===== config.mk =====
export PLATFORM = sky130hd
export DESIGN_NAME = ram_init_sync
export DESIGN_NICKNAME = d
export VERILOG_FILES = /design/src/rtl/ram_pkg.sv /design/src/rtl/ram_init_seq.sv /design/src/rtl/ram_init_sync.sv
export SDC_FILE = /design/constraint.sdc
export NUM_CORES = 1
export LEC_CHECK = 0
export ABC_AREA = 1
export CAP_MARGIN = 25
export CORE_ASPECT_RATIO = 0.9
export CORE_MARGIN = 4
export CORE_UTILIZATION = 45
export CTS_CLUSTER_DIAMETER = 100
export CTS_CLUSTER_SIZE = 25
export DETAILED_ROUTE_END_ITERATION = 10
export PLACE_DENSITY_LB_ADDON = 0.08
export SLEW_MARGIN = 20
export SYNTH_ARGS = -nofsm -noshare
export SYNTH_HDL_FRONTEND = slang
export SYNTH_SLANG_ARGS = --single-unit

===== constraint.sdc =====
create_clock -name clk -period 2.2 [get_ports clk]
set_clock_uncertainty 0.05 [all_clocks]
set_input_delay 0.44 -clock clk [delete_from_list [all_inputs] [get_ports clk]]
set_output_delay 0.44 -clock clk [all_outputs]
set_load 0.005 [all_outputs]

===== src/rtl/ram_pkg.sv =====
// Shared definitions for the parametrised init-swept single-port RAM.
// Build option RAM_WRITE_FIRST_EN: when defined, a RUN-state write also
// drives the written data onto out on the same edge (write-first); when
// undefined, out returns the word's previous contents (read-first, legacy).
package ram_pkg;

  // Sequencer state encoding
  typedef enum logic {
    ST_INIT = 1'b0,
    ST_RUN  = 1'b1
  } ram_state_t;

  localparam int unsigned DEFAULT_WIDTH  = 16;
  localparam int unsigned DEFAULT_ADDR_W = 3;

endpackage : ram_pkg


===== src/rtl/ram_init_seq.sv =====
// Init sequencer: sweeps every address after reset or clear, then enters RUN.
module ram_init_seq
  import ram_pkg::*;
#(
  parameter int unsigned ADDR_W = DEFAULT_ADDR_W
) (
  input  logic              clk,
  input  logic              rst_n,
  input  logic              clear,
  output logic              init_we,
  output logic [ADDR_W-1:0] init_addr,
  output logic              run,
  output logic              ready
);

  localparam int unsigned DEPTH = 1 << ADDR_W;
  localparam int unsigned CNT_W = ADDR_W + 1;
  localparam logic [CNT_W-1:0] LAST = CNT_W'(DEPTH - 1);

  ram_state_t       state;
  logic [CNT_W-1:0] cnt;

  // State, sweep counter and ready; clear restarts the sweep from word 0
  always_ff @(posedge clk or negedge rst_n) begin
    if (!rst_n) begin
      state <= ST_INIT;
      cnt   <= '0;
      ready <= 1'b0;
    end else if (clear) begin
      state <= ST_INIT;
      cnt   <= '0;
      ready <= 1'b0;
    end else begin
      case (state)
        ST_INIT: begin
          if (cnt == LAST) begin
            state <= ST_RUN;
            cnt   <= '0;
            ready <= 1'b1;
          end else begin
            cnt <= cnt + CNT_W'(1);
          end
        end
        ST_RUN: begin
          state <= ST_RUN;
        end
        default: begin
          state <= ST_INIT;
          cnt   <= '0;
          ready <= 1'b0;
        end
      endcase
    end
  end

  // Write-port control decoded straight from the state register
  assign init_we   = (state == ST_INIT);
  assign init_addr = cnt[ADDR_W-1:0];
  assign run       = (state == ST_RUN);

endmodule : ram_init_seq


===== src/rtl/ram_init_sync.sv =====
// Parametrised synchronous single-port RAM with a built-in init sweep.
// Build option RAM_WRITE_FIRST_EN selects write-first read-during-write;
// the default build is read-first.
module ram_init_sync
  import ram_pkg::*;
#(
  parameter int unsigned       WIDTH      = DEFAULT_WIDTH,
  parameter int unsigned       ADDR_W     = DEFAULT_ADDR_W,
  parameter logic [WIDTH-1:0]  INIT_VALUE = '0
) (
  input  logic              clk,
  input  logic              rst_n,
  input  logic [ADDR_W-1:0] address,
  input  logic              load,
  input  logic [WIDTH-1:0]  in,
  input  logic              clear,
  output logic [WIDTH-1:0]  out,
  output logic              ready
);

  localparam int unsigned DEPTH = 1 << ADDR_W;

  logic [WIDTH-1:0]  mem [DEPTH];
  logic              init_we;
  logic [ADDR_W-1:0] init_addr;
  logic              run;
  logic              user_we;
  logic              we;
  logic [ADDR_W-1:0] waddr;
  logic [WIDTH-1:0]  wdata;
  logic [WIDTH-1:0]  rdata;

  ram_init_seq #(
    .ADDR_W (ADDR_W)
  ) u_seq (
    .clk       (clk),
    .rst_n     (rst_n),
    .clear     (clear),
    .init_we   (init_we),
    .init_addr (init_addr),
    .run       (run),
    .ready     (ready)
  );

  // Write-port mux: sweep owns the port in INIT; a user load racing clear is dropped
  assign user_we = run & load & ~clear;
  assign we      = init_we | user_we;
  assign waddr   = init_we ? init_addr : address;
  assign wdata   = init_we ? INIT_VALUE : in;

  // Storage array; contents deliberately survive reset
  always_ff @(posedge clk) begin
    if (we) begin
      mem[waddr] <= wdata;
    end
  end

`ifdef RAM_WRITE_FIRST_EN
  assign rdata = user_we ? in : mem[address];
`else
  assign rdata = mem[address];
`endif

  // Registered read data, forced to zero outside RUN and on clear
  always_ff @(posedge clk or negedge rst_n) begin
    if (!rst_n) begin
      out <= '0;
    end else if (clear || !run) begin
      out <= '0;
    end else begin
      out <= rdata;
    end
  end

endmodule : ram_init_sync


* Yosys cells after proc, flatten, opt, wreduce, memory -nomap -nowiden *
Memory sizes are Yosys's and may differ from the RTL's.
Index checks and enable logic that the tools add are counted.

storage, ports and cells
  memories = 1
  RAM bits = 128
  bits of input ports = 23
  flip-flop bits (word level) = 22

operators by class
  equal/unequal tests = 2
  muxes and demuxes = 14
  $add $sub $neg = 1
  bitwise gates (word level) = 5
  reduce and logical (&&, ||, !) cells = 4

memories
  name  words  width  read ports  clocked after Yosys merged registers in  wr ports  RTL line             text
  mem   8      16     1           0                                        1         ram_init_sync.sv:23  logic [WIDTH-1:0] mem [DEPTH];

operators with widths
  cell                   count
  $mux W16               2
  $mux W4                3
  $mux W1                7
  $add A4 B1 Y4 const B  1
  $eq A4 B3 Y1 const B   1
  $mux W3                1
  $and A1 B1 Y1          2
  $ne A2 B2 Y1 const B   1
  $not A1 Y1             2
  $pmux W1 S2            1
  $reduce_and A2 Y1      1
  $reduce_bool A2 Y1     1
  $logic_not A1 Y1       1
  $logic_or A1 B1 Y1     1
  $or A1 B1 Y1           1

* Longest topological paths before layout *
Gate-level depths: netlist of run 1.

  word-level depth = 5
  mapped depth = 7

* Cells and area by module *
From an unflattened synthesis of run 1, not the netlist that was laid out.

unflattened totals
  cells, all modules = 675
  area, all modules = 6621.4 µm²

modules (own cells, without submodules)
  module         area each (µm²)  sequential area each (µm²)  times used  cells each
  ram_init_sync  6298.5           4244.1                      1           635
  ram_init_seq   322.8            150.1                       1           40

* Worst setup path after synthesis of run 1 *
No wires, ideal clock.

  path type = input port to flip-flop
  from = in address[0]
  to = mem mem[6][0] in the netlist's numbering, enable pin
  library setup time = 0.388 ns
  path slack = 0.075 ns
  arrival = 1.686 ns
  stages on the path = 5
  cells stage by stage = buf_4 > buf_4 > o21ai_1 > nand2_1 > nor2_1

between the ends
  longest elaborated chain between the ends = 1

RTL lines
  element          RTL line             text
  start, declared  ram_init_sync.sv:13  input logic [ADDR_W-1:0] address,
  $mux W3          ram_init_sync.sv:48  assign waddr = init_we ? init_addr : address;
  end, declared    ram_init_sync.sv:23

No other way between the ends.

* Worst setup path after layout of run 1 *
  from = reg u_seq.state (netlist: u_seq.run)
  to = mem mem[1][14] in the netlist's numbering, enable pin

between the ends
  longest elaborated chain between the ends = 5
  elaborated cells on any way between the ends = 7
  classes of those cells = mux: 3; bitwise: 4

RTL lines
  element                        RTL line             text
  start, declared                ram_init_seq.sv:20   ram_state_t state;
  start signal, assigned         ram_init_seq.sv:26   state <= ST_INIT;
  start signal, assigned         ram_init_seq.sv:30   state <= ST_INIT;
  start signal, assigned         ram_init_seq.sv:37   state <= ST_RUN;
  $and A1 B1 Y1 (2 in a row)     ram_init_sync.sv:46  assign user_we = run & load & ~clear;
  $or A1 B1 Y1                   ram_init_sync.sv:47  assign we = init_we | user_we;
  $mux W1                        ram_init_sync.sv:53  if (we) begin
  $mux W1 (not written as such)  ram_init_sync.sv:54  mem[waddr] <= wdata;

Several ways; a longest one is shown, not always the timed one.

==> metrics.log, run 1 <==
[metrics] post-route standard cell area excluding fillers: about 7800 sq um
[metrics] global route total overflow: 0
[metrics] clock-pin transition on the worst setup and hold timing paths: 0.06 ns
[metrics] Pwr Density: 819 nW/um^2
[metrics] via count: roughly 4,200
[metrics] count of max-cap constraint violations: 0
[metrics] Syn Area/Cell: 9.88 sq um
[metrics] iteration-0 DRC count of the detailed router: 310
[metrics] insertion delay of the later-clocked pin in the worst-skew pair: ~0.41 ns
[metrics] setup tns final: 0 ns
[metrics] clock tree from TritonCTS: done
[metrics] leading cell type in the layout, fill and taps excluded: sky130_fd_sc_hd__nand2_1
[metrics] first-pass GRT wire length: about 23,000 um
[metrics] unrepaired setup endpoints after global routing: no
[metrics] CTS resizes: 0
[metrics] row count: a little over 40
[metrics] Fmax achieved: 500 MHz
[metrics] setup slack at placement: around 0.066 ns
[metrics] number of placed cells counting well taps: ~890
[metrics] final count of pins violating max slew: 0
[metrics] required time worst endpoint: 2.27 ns
[metrics] Post-Place Cell Area: 7230 sq um
[metrics] proportion of synthesized chip area in sequential cells: 0.676
[metrics] TritonCTS Sinks: 150
[metrics] x dimension of the die: 135 um
[metrics] min Tclk post-route: 2.00 ns
[metrics] total nets after synthesis: 682
[metrics] Core Box Area: between 10,000 and 15,000 sq um
[metrics] Final period util: 0.910
[metrics] routed len/inst: between 15 and 20 um
[metrics] final setup violating endpoints: 0
[metrics] total global routing track utilization: 0.194
[metrics] post-CTS setup repair buffer count: 0
[metrics] via count of the first global-routing pass: approximately 4,200
[metrics] outcome: finished clean
[metrics] share of post-route cells with drive strength above 1: 0.0836
[metrics] Max IR drop VDD: 0.000513 V
[metrics] largest net degree at the start of global routing: 37
[metrics] Final GP Congestion: about 0.77
[metrics] final wirelength: 14,600 um
[metrics] number of inserted filler cells in the final layout: 1,289
[metrics] Clock H-tree levels: 4
[metrics] full die area: 16,400 sq um
[metrics] I/O pins: 40
[metrics] Post-Synthesis Cell Area: 6500 sq um
[metrics] kind of path behind the tightest hold check: primary input to asynchronous set/reset pin
[metrics] CP endpoint kind: flip-flop
[metrics] Root Buffer Master: sky130_fd_sc_hd__clkbuf_16
[metrics] Hold Vio Cnt, Final: 0
[metrics] number of cells produced by synthesis: 658
[metrics] number of iterations in the first detailed-routing pass: 5
[metrics] initial standard-cell utilization of the core: 0.461
[metrics] Synthesis Warnings: 0
[metrics] Max Root-Sink Buffers: 2
[metrics] TritonCTS Buffers: 17
[metrics] Final nets: 741
[metrics] maximum fanout along the worst path: 12
[metrics] PnR worst setup slack: 0.199 ns
[metrics] P_leak: ~3.6 nW
[metrics] setup slack on the worst flop-to-flop path: 0.20 ns
[metrics] Finished Layout Cells: 923
[metrics] Die Y: 122 um
[metrics] measured slew at the worst slew-check pin: approximately 0.51 ns
[metrics] post-synth cell types: 21
[metrics] final antenna-violating net count: 0
[metrics] Worst Setup Path Type: flip-flop to flip-flop
[metrics] worst path arrival time: 2.07 ns
[metrics] headroom to the max-slew limit: 0.661
[metrics] Startpoint Class: flip-flop
[metrics] highest-count cells in the layout ignoring fill and taps: sky130_fd_sc_hd__nand2_1 (188), sky130_fd_sc_hd__inv_1 (152), sky130_fd_sc_hd__edfxtp_1 (128)
[metrics] antenna violations before repair: 0
[metrics] layout overhead on the synthesized area: 19.4%
[metrics] final design utilization: 0.551
[metrics] Post-CTS Hold Fix Bufs: 0
[metrics] vias per cell: 4.58
[metrics] # DRC: 0
[metrics] count of inserted antenna diode cells: 0
[metrics] Port Buffers: 39
[metrics] estimated wirelength of the detail-placed design: 9490 um
[metrics] flip-flop and latch count after synthesis: 150
-- worst max-delay path: stages, from the launching register on --
cell and delay (ns):
sky130_fd_sc_hd__dfrtp_1 0.66, sky130_fd_sc_hd__nor2_1 0.14, sky130_fd_sc_hd__a21oi_1 0.31, sky130_fd_sc_hd__nand2_1 0.12, sky130_fd_sc_hd__nor2_1 0.18, sky130_fd_sc_hd__buf_4 0.23
-- cells in the mapped netlist (all sizes together) --
library cell,n,area [sq um]
o211ai,1,12.5
o21ai,4,20.0
nor2,44,173
edfxtp,128,3840
o22ai,1,6.26
xor2,1,8.76
nand2,188,706
inv,154,578
a211oi,1,7.51
buf,25,145
nand3,83,415
o21a,1,7.51
a21oi,2,10.0
clkbuf,2,7.51
dfrtp,22,551
ha,1,12.5
-- metal layers --
metal	vias up	global-route usage	wire, um
met4	0	0.0604	233
met5	-	0	0
met2	92	0.320	7100
met3	14	0.0475	663
li1	2161	-	-
met1	1957	0.256	6600
-- cell families (layout without fill, tap and decap cells) --
kind of cell,Yosys count,in the layout,synth area share
XOR/XNOR,1,1,0.00135
flip-flops,150,150,0.676
AND/OR/NAND/NOR,315,315,0.199
buffers and inverters,181,253,0.112
adder cells (fa/ha/maj),1,1,0.00192
AO/OA/AOI/OAI,10,10,0.00981
-- report_power, final --
part	internal, mW	switching (mW)	total [mW]	leakage [nW]
clock	1.54	1.11	2.64	0.251
sequential	3.21	0.0322	3.24	1.53
combinational	0.171	0.310	0.481	1.82
total	4.91	1.45	6.36	3.60
-- path summary, 6_finish.rpt --
| check | start | endpoint | cells after the start |
|---|---|---|---|
| max in group asynchronous | rst_n | out[5] | 2 |
| max | u_seq.run | mem[1][14] | 5 |
| min | rst_n | u_seq.run | 2 |
| max reg2reg | u_seq.run | mem[1][14] | 5 |
| min in group clk | u_seq.ready | u_seq.ready | 1 |
| min reg2reg | u_seq.ready | u_seq.ready | 1 |
-- stage by stage --
step / power [mW] / hold slack [ns]
finish: 6.36 / 0.346
global route: 6.64 / 0.360
CTS: 6.42 / 0.352
detailed placement: 3.78 / 0.443
global placement: 3.78 / 0.431
floorplan: 3.58 / 0.0944
-- final cells by class --
class,count,area (sq um),area share
Timing Repair Buffer,67,633,0.0815
Multi-Input combinational cell,327,1380,0.178
Sequential cell,150,4390,0.566
Clock buffer,18,429,0.0553
Clock inverter,14,111,0.0143
Inverter,154,578,0.0744
Tap cell,193,241,0.0311
-- flip-flops by register name, summed over array words and instances (netlist names) --
| register | flops |
|---|---|
| out | 16 |
| mem | 128 |
| u_seq.ready | 1 |
| u_seq.cnt | 4 |
| u_seq.run | 1 |
(Power assumes the default switching activity.)
==> run 2, diff against run 1 <==
--- a/config.mk
+++ b/config.mk
@@ -14,6 +14,7 @@
 export CTS_CLUSTER_SIZE = 25
 export DETAILED_ROUTE_END_ITERATION = 10
 export PLACE_DENSITY_LB_ADDON = 0.08
+export RECOVER_POWER = 50
 export SLEW_MARGIN = 20
 export SYNTH_ARGS = -nofsm -noshare
 export SYNTH_HDL_FRONTEND = slang
==> run 2 against run 1 <==
Design area fell by 0.27%. Wire length up 0.34%. Register-to-register slack lost 0.07 ns. Critical path depth unchanged. Via count rose by 0.59%. Utilization shrank 0.15 points. Global-route usage unchanged. Fmax fell by 3.2%. Power barely moved.
==> metrics.log, run 2 (same netlist as run 1, synthesis figures left out) <==
[metrics] TritonCTS Buffers: 17 (unchanged)
[metrics] clock tree from TritonCTS: done
[metrics] TritonCTS Sinks: 150 (unchanged)
[metrics] Root Buffer Master: sky130_fd_sc_hd__clkbuf_16
[metrics] Startpoint Class: flip-flop
[metrics] number of iterations in the first detailed-routing pass: 5 (unchanged)
[metrics] critical-path cell list: inv_2 -> nor2_4 -> dlymetal6s2s_1 -> nand2_1 -> nor2_1
[metrics] via count of the first global-routing pass: 4,244 (unchanged)
[metrics] iteration-0 DRC count of the detailed router: 319 (+2.9%)
[metrics] unrepaired setup endpoints after global routing: no
[metrics] via count: 4,249 (+0.59%)
[metrics] insertion delay of the later-clocked pin in the worst-skew pair: 0.41 ns (about the same)
[metrics] layout overhead on the synthesized area: 19.1%
[metrics] kind of path behind the tightest hold check: flip-flop to flip-flop
[metrics] final count of pins violating max slew: 0 (unchanged)
[metrics] Min-Delay Path Depth: 1
[metrics] hold worst-path end: u_seq.ready
[metrics] antenna violations before repair: 0 (unchanged)
[metrics] register with the most flip-flops: mem
[metrics] CP endpoint kind: flip-flop
[metrics] Port Buffers: 39 (unchanged)
[metrics] required time worst endpoint: 2.49 ns (+0.22 ns)
[metrics] global route total overflow: 0 (unchanged)
[metrics] Hold Vio Cnt, Final: 0 (unchanged)
[metrics] Final nets: 741 (unchanged)
[metrics] min Tclk post-route: 2.07 ns (+0.0666 ns)
[metrics] count of cells along the worst register-to-register path: 5 (unchanged)
[metrics] maximum fanout along the worst path: 12 (unchanged)
[metrics] initial standard-cell utilization of the core: 0.461 (unchanged)
[metrics] leading cell type in the layout, fill and taps excluded: sky130_fd_sc_hd__nand2_1
[metrics] estimated wirelength of the detail-placed design: 9490 um (unchanged)
[metrics] setup slack on the worst flop-to-flop path: 0.13 ns (-0.07 ns)
[metrics] setup tns final: 0 ns (unchanged)
[metrics] CTS resizes: 0 (unchanged)
[metrics] final setup violating endpoints: 0 (unchanged)
[metrics] Critical R2R Capture: out[0]
[metrics] first-pass GRT wire length: 23,300 um (unchanged)
[metrics] outcome: finished clean
[metrics] total global routing track utilization: 0.194 (unchanged)
[metrics] Final Total Pwr: 6.36 mW (about the same)
[metrics] Final GP Congestion: 0.766 (unchanged)
[metrics] # DRC: 0 (unchanged)
[metrics] count of max-cap constraint violations: 0 (unchanged)
[metrics] origin of the worst min-delay path: u_seq.ready
[metrics] count of inserted antenna diode cells: 0 (unchanged)
[metrics] P_leak: 3.60 nW (about the same)
[metrics] post-CTS setup repair buffer count: 0 (unchanged)
[metrics] vias per cell: 4.60 (+0.59%)
[metrics] Fmax achieved: 484 MHz (-3.2%)
[metrics] startpoint of the most critical register-to-register path: u_seq.run
[metrics] I/O pins: 40 (unchanged)
[metrics] final antenna-violating net count: 0 (unchanged)
[metrics] max reg flops: 128 (unchanged)
[metrics] PnR worst setup slack: 0.132 ns (-0.0666 ns)
[metrics] Core Box Area: 14,100 sq um (unchanged)
[metrics] Final period util: 0.940 (+0.0303)
[metrics] Max IR drop VDD: 0.000513 V (+0.12%)
[metrics] Pwr Density: 822 nW/um^2 (+0.27%)
[metrics] Max Root-Sink Buffers: 2 (unchanged)
[metrics] headroom to the max-slew limit: 0.0107 (-0.650)
[metrics] x dimension of the die: 135 um (unchanged)
[metrics] CP peak stage delay: 0.66 ns (about the same)
[metrics] registers with the most flip-flops: mem x128, out x16, u_seq.cnt x4
[metrics] measured slew at the worst slew-check pin: 1.48 ns (+0.975 ns)
[metrics] Worst Setup Path Type: flip-flop to flip-flop
[metrics] final wirelength: 14,600 um (+0.34%)
[metrics] slowest CP cell: sky130_fd_sc_hd__dfrtp_1
[metrics] highest-count cells in the layout ignoring fill and taps: sky130_fd_sc_hd__nand2_1 (188), sky130_fd_sc_hd__inv_1 (152), sky130_fd_sc_hd__edfxtp_1 (128)
[metrics] routed len/inst: 15.9 um (+0.34%)
[metrics] full die area: 16,400 sq um (unchanged)
[metrics] number of inserted filler cells in the final layout: 1,298 (+0.70%)
[metrics] crit path buf inv count: 2 (+1)
[metrics] clock-pin transition on the worst setup and hold timing paths: 0.06 ns (about the same)
[metrics] Clock H-tree levels: 4 (unchanged)
[metrics] worst path arrival time: 2.35 ns (+0.28 ns)
[metrics] Die Y: 122 um (unchanged)
[metrics] Post-CTS Hold Fix Bufs: 0 (unchanged)
[metrics] share of post-route cells with drive strength above 1: 0.0781 (-0.00548)
[metrics] cell family contributing the most delay on the critical path: buffers and inverters
[metrics] largest net degree at the start of global routing: 37 (unchanged)
[metrics] setup slack at placement: 0.0657 ns (unchanged)
[metrics] row count: 41 (unchanged)
-- run 2: cell count changes in the layout (fill, tap and decap cells not counted) --
cell                              delta
sky130_fd_sc_hd__buf_12              -1
sky130_fd_sc_hd__clkbuf_1            +3
sky130_fd_sc_hd__clkbuf_2            +2
sky130_fd_sc_hd__dlygate4sd3_1       +1
sky130_fd_sc_hd__dlymetal6s2s_1      +1
sky130_fd_sc_hd__clkdlybuf4s50_1     -1
sky130_fd_sc_hd__buf_2               -1
sky130_fd_sc_hd__buf_4               -4
-- run 2: how the worst max path moves through the flow --
stage	start	cells past startpoint	to	slack, ns
final	u_seq.run	5	out[0]	0.13
after global routing	u_seq.run	5	out[15]	0.03
after CTS	u_seq.run	5	mem[1][14]	0.21
after detailed placement	address[1]	8	mem[3][9]	0.07
after global placement	address[1]	8	mem[3][9]	0.05
after floorplan	address[0]	5	mem[6][0]	0.08
-- run 2: layout make-up --
cell class / instances / area, sq um / area share
inverter: 154 / 578 / 0.0746
multi-input combinational: 327 / 1380 / 0.178
tap: 193 / 241 / 0.0312
timing repair buffer: 67 / 612 / 0.0790
sequential: 150 / 4390 / 0.567
clock inverter: 14 / 111 / 0.0144
clock buffer: 18 / 429 / 0.0554
-- run 2: metal layers --
layer	routed length, um	track usage	share of wire	up-vias
li1	-	-	-	2161
met1	6680	0.256	0.46	1985
met2	7110	0.320	0.49	89
met3	618	0.0475	0.042	14
met4	233	0.0604	0.016	0
met5	0	0	0	-
-- run 2: power breakdown --
part	switching (mW)	total [mW]	internal (mW)
clock	1.11	2.64	1.54
combinational	0.312	0.480	0.168
sequential	0.0323	3.24	3.21
total	1.45	6.36	4.91
-- run 2: stage by stage --
step           instances   util  instance area (sq um)  hold WS, ns
2_1_floorplan        658      -                   6500       0.0944
3_3_place_gp         891  0.512                   7230        0.431
3_5_place_dp         891  0.512                   7230        0.443
4_1_cts              923  0.551                   7770        0.352
5_1_grt              923  0.549                   7740        0.470
6_report             923  0.549                   7740        0.445
==> run 3, diff against run 2 <==
--- a/config.mk
+++ b/config.mk
@@ -14,7 +14,6 @@
 export CTS_CLUSTER_SIZE = 25
 export DETAILED_ROUTE_END_ITERATION = 10
 export PLACE_DENSITY_LB_ADDON = 0.08
-export RECOVER_POWER = 50
 export SLEW_MARGIN = 20
 export SYNTH_ARGS = -nofsm -noshare
 export SYNTH_HDL_FRONTEND = slang
==> results of run 3 <==
The final DEF is identical to that of run 1; final timing and power are the same.
